[src/rtl/uart_pkg.sv]
// Shared UART definitions: FSM state encoding, default widths and line levels.
// Used by both the transmitter and the receiver.
package uart_pkg;

  localparam int DATA_BITS_DEF = 8;
  localparam int DIV_WIDTH_DEF = 32;

  // Serial line levels for the idle line and the start and stop bits.
  localparam logic IDLE_LVL  = 1'b1;
  localparam logic START_LVL = 1'b0;
  localparam logic STOP_LVL  = 1'b1;

  typedef enum logic [1:0] {
    IDLE  = 2'd0,
    START = 2'd1,
    DATA  = 2'd2,
    STOP  = 2'd3
  } tx_state_t;

endpackage

[src/rtl/uart_tx_if.sv]
// Register-block side of the UART transmitter.
//
// Handshake: tx_en is a level-sampled request with no ready signal. A request
// is taken on any rising edge where tx_en=1 and the transmitter is idle
// (tx_busy=0, which includes the tx_done cycle); tx_data_in and baud_div are
// captured on that same edge. Requests seen while tx_busy=1 are dropped,
// not queued. tx_done pulses for one cycle when a frame's stop bit ends.
// dbg_state mirrors the transmitter FSM for observation only.
interface uart_tx_if #(
  parameter int DATA_BITS = uart_pkg::DATA_BITS_DEF,
  parameter int DIV_WIDTH = uart_pkg::DIV_WIDTH_DEF
);
  import uart_pkg::*;

  logic                 tx_en;
  logic [DATA_BITS-1:0] tx_data_in;
  logic [DIV_WIDTH-1:0] baud_div;
  logic                 tx_serial;
  logic                 tx_busy;
  logic                 tx_done;
  tx_state_t            dbg_state;

  // Register block: drives requests, reads status and the line.
  modport master (
    output tx_en, tx_data_in, baud_div,
    input  tx_serial, tx_busy, tx_done, dbg_state
  );

  // Transmitter.
  modport slave (
    input  tx_en, tx_data_in, baud_div,
    output tx_serial, tx_busy, tx_done, dbg_state
  );

endinterface

[src/rtl/uart_baud_counter.sv]
// Loadable bit-period divider. On load it captures the period (0 is treated
// as 1) and restarts from zero; while run is high it counts 0..D-1 and
// asserts bit_tick on the last cycle of each bit period.
module uart_baud_counter
  import uart_pkg::*;
#(
  parameter int DIV_WIDTH = DIV_WIDTH_DEF
) (
  input  logic                 clk,
  input  logic                 arst_n,
  input  logic                 load,
  input  logic                 run,
  input  logic [DIV_WIDTH-1:0] div_in,
  output logic                 bit_tick
);

  localparam logic [DIV_WIDTH-1:0] ONE = DIV_WIDTH'(1);

  logic [DIV_WIDTH-1:0] period_q;
  logic [DIV_WIDTH-1:0] cnt_q;
  logic                 last_cycle;

  assign last_cycle = (cnt_q == period_q - ONE);
  assign bit_tick   = run && last_cycle;

  // Period capture on load, otherwise a free-running wrap counter while a frame is active.
  always_ff @(posedge clk or negedge arst_n) begin
    if (!arst_n) begin
      period_q <= ONE;
      cnt_q    <= '0;
    end else if (load) begin
      period_q <= (div_in == '0) ? ONE : div_in;
      cnt_q    <= '0;
    end else if (run) begin
      cnt_q <= last_cycle ? '0 : cnt_q + ONE;
    end
  end

endmodule

[src/rtl/uart_tx.sv]
// 8N1 UART transmitter: start bit, DATA_BITS data bits LSB first, one stop
// bit. Bit period comes from the baud divider captured at frame start. All
// outputs are registered; tx_done pulses in the first idle cycle after a frame.
module uart_tx
  import uart_pkg::*;
#(
  parameter int DATA_BITS = DATA_BITS_DEF,
  parameter int DIV_WIDTH = DIV_WIDTH_DEF
) (
  input  logic      clk,
  input  logic      arst_n,
  uart_tx_if.slave  bus
);

  localparam int                IDX_W    = (DATA_BITS > 1) ? $clog2(DATA_BITS) : 1;
  localparam logic [IDX_W-1:0]  LAST_IDX = IDX_W'(DATA_BITS - 1);
  localparam logic [IDX_W-1:0]  IDX_ONE  = IDX_W'(1);

  tx_state_t            state_q;
  logic [DATA_BITS-1:0] shift_q;
  logic [IDX_W-1:0]     bit_idx_q;
  logic                 serial_q;
  logic                 busy_q;
  logic                 done_q;

  logic                 accept;
  logic                 bit_tick;

  // A request is only taken from IDLE; while busy it is dropped.
  assign accept = (state_q == IDLE) && bus.tx_en;

  uart_baud_counter #(
    .DIV_WIDTH (DIV_WIDTH)
  ) u_baud (
    .clk      (clk),
    .arst_n   (arst_n),
    .load     (accept),
    .run      (busy_q),
    .div_in   (bus.baud_div),
    .bit_tick (bit_tick)
  );

  // Frame sequencer with registered line, busy and done outputs.
  always_ff @(posedge clk or negedge arst_n) begin
    if (!arst_n) begin
      state_q   <= IDLE;
      shift_q   <= '0;
      bit_idx_q <= '0;
      serial_q  <= IDLE_LVL;
      busy_q    <= 1'b0;
      done_q    <= 1'b0;
    end else begin
      done_q <= 1'b0;
      case (state_q)
        IDLE: begin
          serial_q <= IDLE_LVL;
          busy_q   <= 1'b0;
          if (bus.tx_en) begin
            shift_q   <= bus.tx_data_in;
            bit_idx_q <= '0;
            serial_q  <= START_LVL;
            busy_q    <= 1'b1;
            state_q   <= START;
          end
        end
        START: begin
          if (bit_tick) begin
            serial_q <= shift_q[0];
            shift_q  <= shift_q >> 1;
            state_q  <= DATA;
          end
        end
        DATA: begin
          if (bit_tick) begin
            if (bit_idx_q == LAST_IDX) begin
              serial_q <= STOP_LVL;
              state_q  <= STOP;
            end else begin
              serial_q  <= shift_q[0];
              shift_q   <= shift_q >> 1;
              bit_idx_q <= bit_idx_q + IDX_ONE;
            end
          end
        end
        STOP: begin
          if (bit_tick) begin
            serial_q <= IDLE_LVL;
            busy_q   <= 1'b0;
            done_q   <= 1'b1;
            state_q  <= IDLE;
          end
        end
        default: begin
          serial_q <= IDLE_LVL;
          busy_q   <= 1'b0;
          state_q  <= IDLE;
        end
      endcase
    end
  end

  // accept is unused outside the divider load; keep it visible for checkers.
  assign bus.tx_serial = serial_q;
  assign bus.tx_busy   = busy_q;
  assign bus.tx_done   = done_q;
  assign bus.dbg_state = state_q;

endmodule

[src/flat_wrapper.sv]
// flat-port wrapper written by rule: the top's interface ports become plain ports
module uart_tx_flat import uart_pkg::*;
#(
  parameter int DATA_BITS = DATA_BITS_DEF,
  parameter int DIV_WIDTH = DIV_WIDTH_DEF
)
  (clk, arst_n, bus_tx_en, bus_tx_data_in, bus_baud_div, bus_tx_serial, bus_tx_busy, bus_tx_done, bus_dbg_state);
  uart_tx_if #(.DATA_BITS(DATA_BITS), .DIV_WIDTH(DIV_WIDTH)) bus_i ();
  input  logic clk;
  input  logic arst_n;
  input wire logic [$bits(bus_i.tx_en)-1:0] bus_tx_en;
  input wire logic [$bits(bus_i.tx_data_in)-1:0] bus_tx_data_in;
  input wire logic [$bits(bus_i.baud_div)-1:0] bus_baud_div;
  output wire logic [$bits(bus_i.tx_serial)-1:0] bus_tx_serial;
  output wire logic [$bits(bus_i.tx_busy)-1:0] bus_tx_busy;
  output wire logic [$bits(bus_i.tx_done)-1:0] bus_tx_done;
  output wire logic [$bits(bus_i.dbg_state)-1:0] bus_dbg_state;
  assign bus_i.tx_en = bus_tx_en;
  assign bus_i.tx_data_in = bus_tx_data_in;
  assign bus_i.baud_div = bus_baud_div;
  assign bus_tx_serial = bus_i.tx_serial;
  assign bus_tx_busy = bus_i.tx_busy;
  assign bus_tx_done = bus_i.tx_done;
  assign bus_dbg_state = bus_i.dbg_state;
  uart_tx #(.DATA_BITS(DATA_BITS), .DIV_WIDTH(DIV_WIDTH)) u_core (.clk(clk), .arst_n(arst_n), .bus(bus_i));
endmodule
[config.mk]
export PLATFORM = sky130hd
export DESIGN_NAME = uart_tx_flat
export DESIGN_NICKNAME = d
export VERILOG_FILES = /design/src/rtl/uart_pkg.sv /design/src/rtl/uart_tx_if.sv /design/src/rtl/uart_baud_counter.sv /design/src/rtl/uart_tx.sv /design/src/flat_wrapper.sv
export SDC_FILE = /design/constraint.sdc
export NUM_CORES = 1
export LEC_CHECK = 0
export ABC_AREA = 1
export BUFFER_PORTS_ARGS = -buffer_cell sky130_fd_sc_hd__buf_2
export CORE_MARGIN = 2
export CORE_UTILIZATION = 35
export CTS_CLUSTER_DIAMETER = 40
export DETAILED_ROUTE_END_ITERATION = 12
export HOLD_SLACK_MARGIN = 0.1
export PLACE_DENSITY_LB_ADDON = 0.05
export RECOVER_POWER = 25
export SLEW_MARGIN = 20
export SYNTH_ARGS = -nofsm -noshare
export SYNTH_HDL_FRONTEND = slang
export SYNTH_SLANG_ARGS = --single-unit
[constraint.sdc]
create_clock -name clk -period 2.7 [get_ports clk]
set_clock_uncertainty 0.15 [all_clocks]
set_input_delay 0 -clock clk [delete_from_list [all_inputs] [get_ports clk]]
set_output_delay 0 -clock clk [all_outputs]
set_load 0.01 [all_outputs]
# Word level (Yosys, flattened, before mapping)
# Cells that the tools add are included.
[totals] register_bits=80 inputBits=43 output_inout_bits=5 elab_cells=65
[classes] n_addsub=3 eq_ne=11 n_mux=30 n_reduce_logical=13
[op_table] operator="$mux W32" n=4
[op_table] operator="$add A32 B1 Y32 const B" n=1
[op_table] operator="$eq A32 B32 Y1" n=1
[op_table] operator="$logic_not A32 Y1" n=1
[op_table] operator="$mux W8" n=4
[op_table] operator="$sub A32 B1 Y32 const B" n=1
[op_table] operator="$pmux W8 S3" n=1
[op_table] operator="$mux W2" n=5
[op_table] operator="$reduce_and A5 Y1" n=2
[op_table] operator="$mux W1" n=9
[op_table] operator="$mux W3" n=3
[op_table] operator="$ne A2 B1 Y1 const B" n=4
[op_table] operator="$pmux W2 S4" n=1
[op_table] operator="$pmux W3 S2" n=1
[op_table] operator="$reduce_bool A2 Y1" n=3
[op_table] operator="$eq A2 B2 Y1 const B" n=2
[op_table] operator="$ne A2 B2 Y1 const B" n=2
[op_table] operator="$pmux W1 S4" n=1
[op_table] operator="$reduce_and A4 Y1" n=1
[op_table] operator="$add A3 B1 Y3 const B" n=1
[op_table] operator="$eq A3 B3 Y1 const B" n=1
[op_table] operator="$reduce_and A3 Y1" n=1
[op_table] operator="$reduce_bool A3 Y1" n=1
[op_table] operator="$eq A2 B1 Y1 const B" n=1
[op_table] operator="4 further kinds" n=5

# Logic depth before layout (Yosys ltp)
[depth] depth_word=5 mapped_depth=18 ltp_nobuf=17

# By module
# Synthesis repeated with hierarchy kept, for this count alone.
[unflattened] hier_cells=858 hier_area_um2=6040.8
[by_module_without_submodules] module="uart_baud_counter" n_inst=1 cells_each=730 area_each_um2=5013.6 seq_area_each_um2=1602.8
[by_module_without_submodules] module="uart_tx" n_inst=1 cells_each=128 area_each_um2=1027.2 seq_area_each_um2=401.6

# Worst setup path before layout
# Ideal clock, no wire load.
[synth_timing] path_type="reg-to-reg" from="reg u_core.u_baud.period_q[0]" to="reg u_core.shift_q[0]" setup_ps=117 arrival_ps=2139 required_time_ps=2433 path_slack_ps=294 stages_incl_launch_ff=18 n_path_buf=0 synth_period_minus_slack_ps=2406 path_cell_list="dfstp_2 > inv_1 > ha_1 > nand2_4 > nor2_8 > nand2_2 > nor2_1 > nand2_1 > nand2_1 > inv_1 > nor2_1 > nand2_1 > nor2_2 > nand4_2 > a21oi_4 > nand2_4 > nand2_1 > nand2_1"
[synth_via] elab_chain_len=5 elab_cells_between_ends=6 classes_between="add/sub: 1; eq/ne: 3; reduce/logical: 2"
[synth_lines] item="from (decl)" line="uart_baud_counter.sv:19" source="logic [DIV_WIDTH-1:0] period_q;"
[synth_lines] item="from (signal assigned)" line="uart_baud_counter.sv:32" source="period_q <= (div_in == '0) ? ONE : div_in;"
[synth_lines] item="$sub A32 B1 Y32 *" line="uart_baud_counter.sv:23" source="assign last_cycle = (cnt_q == period_q - ONE);"
[synth_lines] item="$eq A32 B32 Y1 *" line="uart_baud_counter.sv:23"
[synth_lines] item="$logic_and A1 B1 Y1 *" line="uart_baud_counter.sv:24" source="assign bit_tick = run && last_cycle;"
[synth_lines] item="$ne A2 B1 Y1 (no source line)"
[synth_lines] item="$reduce_and A5 Y1 (no source line) *"
[synth_lines] item="to (signal assigned)" line="uart_tx.sv:59" source="shift_q <= bus.tx_data_in;"
[synth_lines] item="to (signal assigned)" line="uart_tx.sv:69" source="shift_q <= shift_q >> 1;"
[synth_lines] item="to (signal assigned)" line="uart_tx.sv:80" source="shift_q <= shift_q >> 1;"
[synth_lines] item="to (decl)" line="uart_tx.sv:20" source="logic [DATA_BITS-1:0] shift_q;"
# Mark *: on every way between the ends. The rest lies on a longest branch, timed or not.
# A chain may end at the register's enable or synchronous reset.

# Worst setup path in the final report
[layout_timing] from="reg u_core.u_baud.period_q[0]" to="reg u_core.shift_q[7]"
# The elaborated chain is that of the path after synthesis.

==> summary.md <==
| Metric | Value |
|---|---|
| Status | `complete, but fails checks` |
| Failing checks | `negative setup slack` |
| WL/cell | `16.1 um` |
| Dpl cell area | `6700 sq um` |
| Relative slew slack | `2.08%` |
| CP peak stage delay | `0.54 ns` |
| Setup ws final | `-0.00379 ns` |
| Synth Area in Compound Gates | `8.57%` |
| CP endpoint | `u_core.shift_q[7]$_DFFE_PN0P_` |
| Detailed Routing Iterations Pass 1 | `4` |
| Die X | `133 um` |
| Worst reg2reg path endpoint | `u_core.shift_q[7]$_DFFE_PN0P_` |
| Number of enable flip-flop cells after synthesis | `0` |
| Via Count | `6003` |
| Fmax | `0.370 GHz` |
| Core Area | `about 16000 sq um` |
| Post-synthesis simple-gate area fraction | `37.4%` |
| Kind of critical path | `register to register` |
| Total gr overflow | `0` |
| Total track usage | `22.9%` |
| CTS Buf Count | `9` |
| Io pins | `48` |
| Max cap viols | `0` |
| Post-Synth Adder-Cell Area | `1.73%` |
| Post-DP HPWL | `15200 um` |
| Largest net degree at the start of global routing | `56` |
| Clock sinks | `80` |
| Count leader, synth | `nand2_1` |
| Fin util | `48.3%` |
| Hold violation count in the final report | `0` |
| Die height | `~130 um` |
| P per Cell Area | `between 1000 and 1500 nW/um^2` |
| Crit path buf inv count | `6` |
| Period minus WS final | `approximately 2.7 ns` |
| Maximum vdd drop | `0.715 mV` |
| Number of distinct library cells after synthesis | `41` |
| Initial antenna violation count | `0` |
| Slowest CP cell | `dfstp_2` |
| Die area | `between 15000 and 20000 sq um` |
| Reg clk slew, reported paths | `0.06 ns` |
| Starting Density | `35.3%` |
| Register area | `2010 sq um` |
| Crit. End Element | `register` |
| Fillers | `1667` |
| Port Buffers | `47` |
| Post-synth design cell area | `about 5800 sq um` |
| Critical path depth | `17` |
| Post-synth top cells | `nand2_1, nor2_1, inv_1` |
| Crit path top cell by count | `nand2_1` |
| Share of layout cells above drive strength 1 | `between 20% and 30%` |
| Period utilization | `100%` |
| CP top delay family | `simple AND/OR/NAND/NOR gates` |
| Min-delay worst type | `input port to register` |
| Yosys top cell area share | `33.7%` |
| H-tree depth | `3` |
| Largest family of logic cells by synthesized area | `simple AND/OR/NAND/NOR gates` |
| Synth area leader | `dfrtp_1` |
| Starting DRT DRC Count | `~380` |
| HP Start | `bus_baud_div[17]` |
| XOR/XNOR Fraction of Synth Area | `8.14%` |
| Mapped Avg Cell Area | `6.86 sq um` |
| Clock latency on the worst-skew pair | `0.35 ns` |
| Crit-path cells | `inv_2, buf_4, nand2_4, nor2_4, buf_12, buf_4, nand3_1, nand2_1, a21oi_2, nand2_1, nor2_4, nand4_4, a21oi_4, buf_6, clkbuf_16, nand3_2, nand2_1` |
| Post-synthesis mux area share | `about 1.4%` |
| Worst Setup Start Kind | `register` |
| Area Growth Syn to Fin | `36.7%` |
| Max Slew Vio Count | `0` |
| CP required | `2.83 ns` |
| Diodes inserted | `0` |
| Area occupied by multi-input gates | `3570 sq um` |
| Critical R2R Launch | `u_core.u_baud.period_q[0]$_DFFE_PN1P_` |
| Placed cells | `1152` |
| Global-route wire length before repair | `31100 um` |
| Async set-or-reset flop fraction in the synthesized netlist | `between 90% and 100%` |
| Clock buffer depth | `2` |
| Row cnt | `47` |
| Worst setup path start | `u_core.u_baud.period_q[0]$_DFFE_PN1P_` |
| Main synth FF type | `dfrtp_1` |
| Cell count after synthesis | `844` |
| Finished Cell Area | `7920 sq um` |
| Worst endpoint data arrival time | `2.84 ns` |
| Synth area leaders | `dfrtp_1, nand2_1, nor2_1` |
| CTS tree | `built` |
| Post-Syn Nets | `895` |
| Synth warn | `0` |
| Least-Margin Pin Slew | `1.47 ns` |
| Root buffer cell | `clkbuf_16` |
| Setup repair after global routing missed its margin | `yes` |
| Routed Antenna Nets | `0` |
| Overall routed net length | `19900 um` |
| Flop and latch count out of synthesis | `80` |
| Reg2Reg Depth | `17` |
| Leakage | `3.72 nW` |
| Final cell count without fillers | `1231` |
| Vias per cell | `4.88` |
| DRC | `0` |
| Vias in the first global route | `5990` |
| Setup violations, final | `3` |
| Sequential area share after synthesis | `34.6%` |
| Nets | `approximately 1.1k` |
| Crit-path max FO | `4` |
| Reg-to-reg setup timing slack | `-0.004 ns` |
| Final Wtd Congestion | `0.907` |
per-stage QoR:
stage | setup TNS [ns] | setup slack [ns] | hold WS [ns] | power [mW]
after floorplan | 0 | 0.294 | -0.446 | 4.48
after CTS | 0 | 0.00858 | 0.133 | 7.50
final | -0.00795 | -0.00379 | 0.252 | 8.14
after detailed placement | -0.439 | -0.0675 | -0.0429 | 6.04
after global placement | -0.202 | -0.0286 | -0.0391 | 6.03
after global routing | -3.40 | -0.177 | 0.269 | 8.80
worst reg2reg max path: cells and delay by family (launching register included):
family	cells	cell delay, ns
AOI/OAI and AO/OA	2	0.41
DFF	1	0.54
and+or+nand+nor	9	0.82
buffers and inverters	6	0.72
sequential cells by signal (all words and copies together) (netlist names):
signal,flops
u_core.bus.dbg_state,2
u_core.bit_idx_q,3
u_core.u_baud.cnt_q,32
u_core.bus.tx_done,1
u_core.shift_q,8
u_core.bus.tx_busy,1
u_core.bus.tx_serial,1
u_core.u_baud.period_q,32
worst min-delay path by stage:
stage,end,slack [ns],depth (start not counted)
finish,u_core.u_baud.period_q[17]$_DFFE_PN0P_,0.25,4
global route,u_core.u_baud.period_q[22]$_DFFE_PN0P_,0.27,4
CTS,u_core.bit_idx_q[1]$_DFFE_PN0P_,0.13,2
detailed placement,u_core.bit_idx_q[1]$_DFFE_PN0P_,-0.04,1
global placement,u_core.bit_idx_q[1]$_DFFE_PN0P_,-0.04,1
floorplan,u_core.bit_idx_q[0]$_DFFE_PN0P_,-0.45,0
layout by cell type (no fill, tap or decap), types with 15 or more instances in the layout:
master and instances:
nand2_1 240, inv_1 98, nor2_1 81, dfrtp_1 72
buf_4 65, nand3_1 48, buf_2 45, dlygate4sd3_1 43
o21ai_0 41, xor2_1 32, nand4_1 24, nor2_2 21
xnor2_1 20, o22ai_1 20, nor2_4 16, nand2_2 15
layer usage:
metal | GRT usage [%] | vias up | share of wire [%]
li1 | - | 3049 | -
met1 | 32.0 | 2838 | 49
met2 | 37.4 | 93 | 46
met3 | 3.22 | 23 | 3.0
met4 | 5.62 | 0 | 1.6
met5 | 0 | - | 0
kinds of logic (layout without fill, tap and decap cells):
family                     Yosys count  after routing
adders and majority gates            8              8
buffers and inverters              120            286
muxes                                7              7
AOI/OAI and AO/OA                   86             86
and+or+nand+nor                    490            491
DFF                                 80             80
xor gates and xnor gates            53             53
area by class of cell:
class                   instances  area share (%)
flip-flops and latches         80            25.4
clock buffers                  12            3.11
clock inverters                 4           0.980
repair buffers                169            17.2
inverters                     101            4.79
multi-input cells             645            45.1
well taps                     220            3.48
what timing repair did:
action	4_1_cts	5_1_grt
pin swaps	2	30
resized for setup	4	80
gates cloned	0	2
endpoints found under the hold margin	100	0
buffers inserted	3	15
hold buffers	43	0
endpoints found under the setup margin	9	47
power breakdown:
group          internal, mW  leakage, nW  switching, mW
Sequential             1.58         1.03          0.480
Combinational          1.95         2.53           2.78
Clock                 0.840        0.157          0.509
Power figures use the tool's default switching activity.
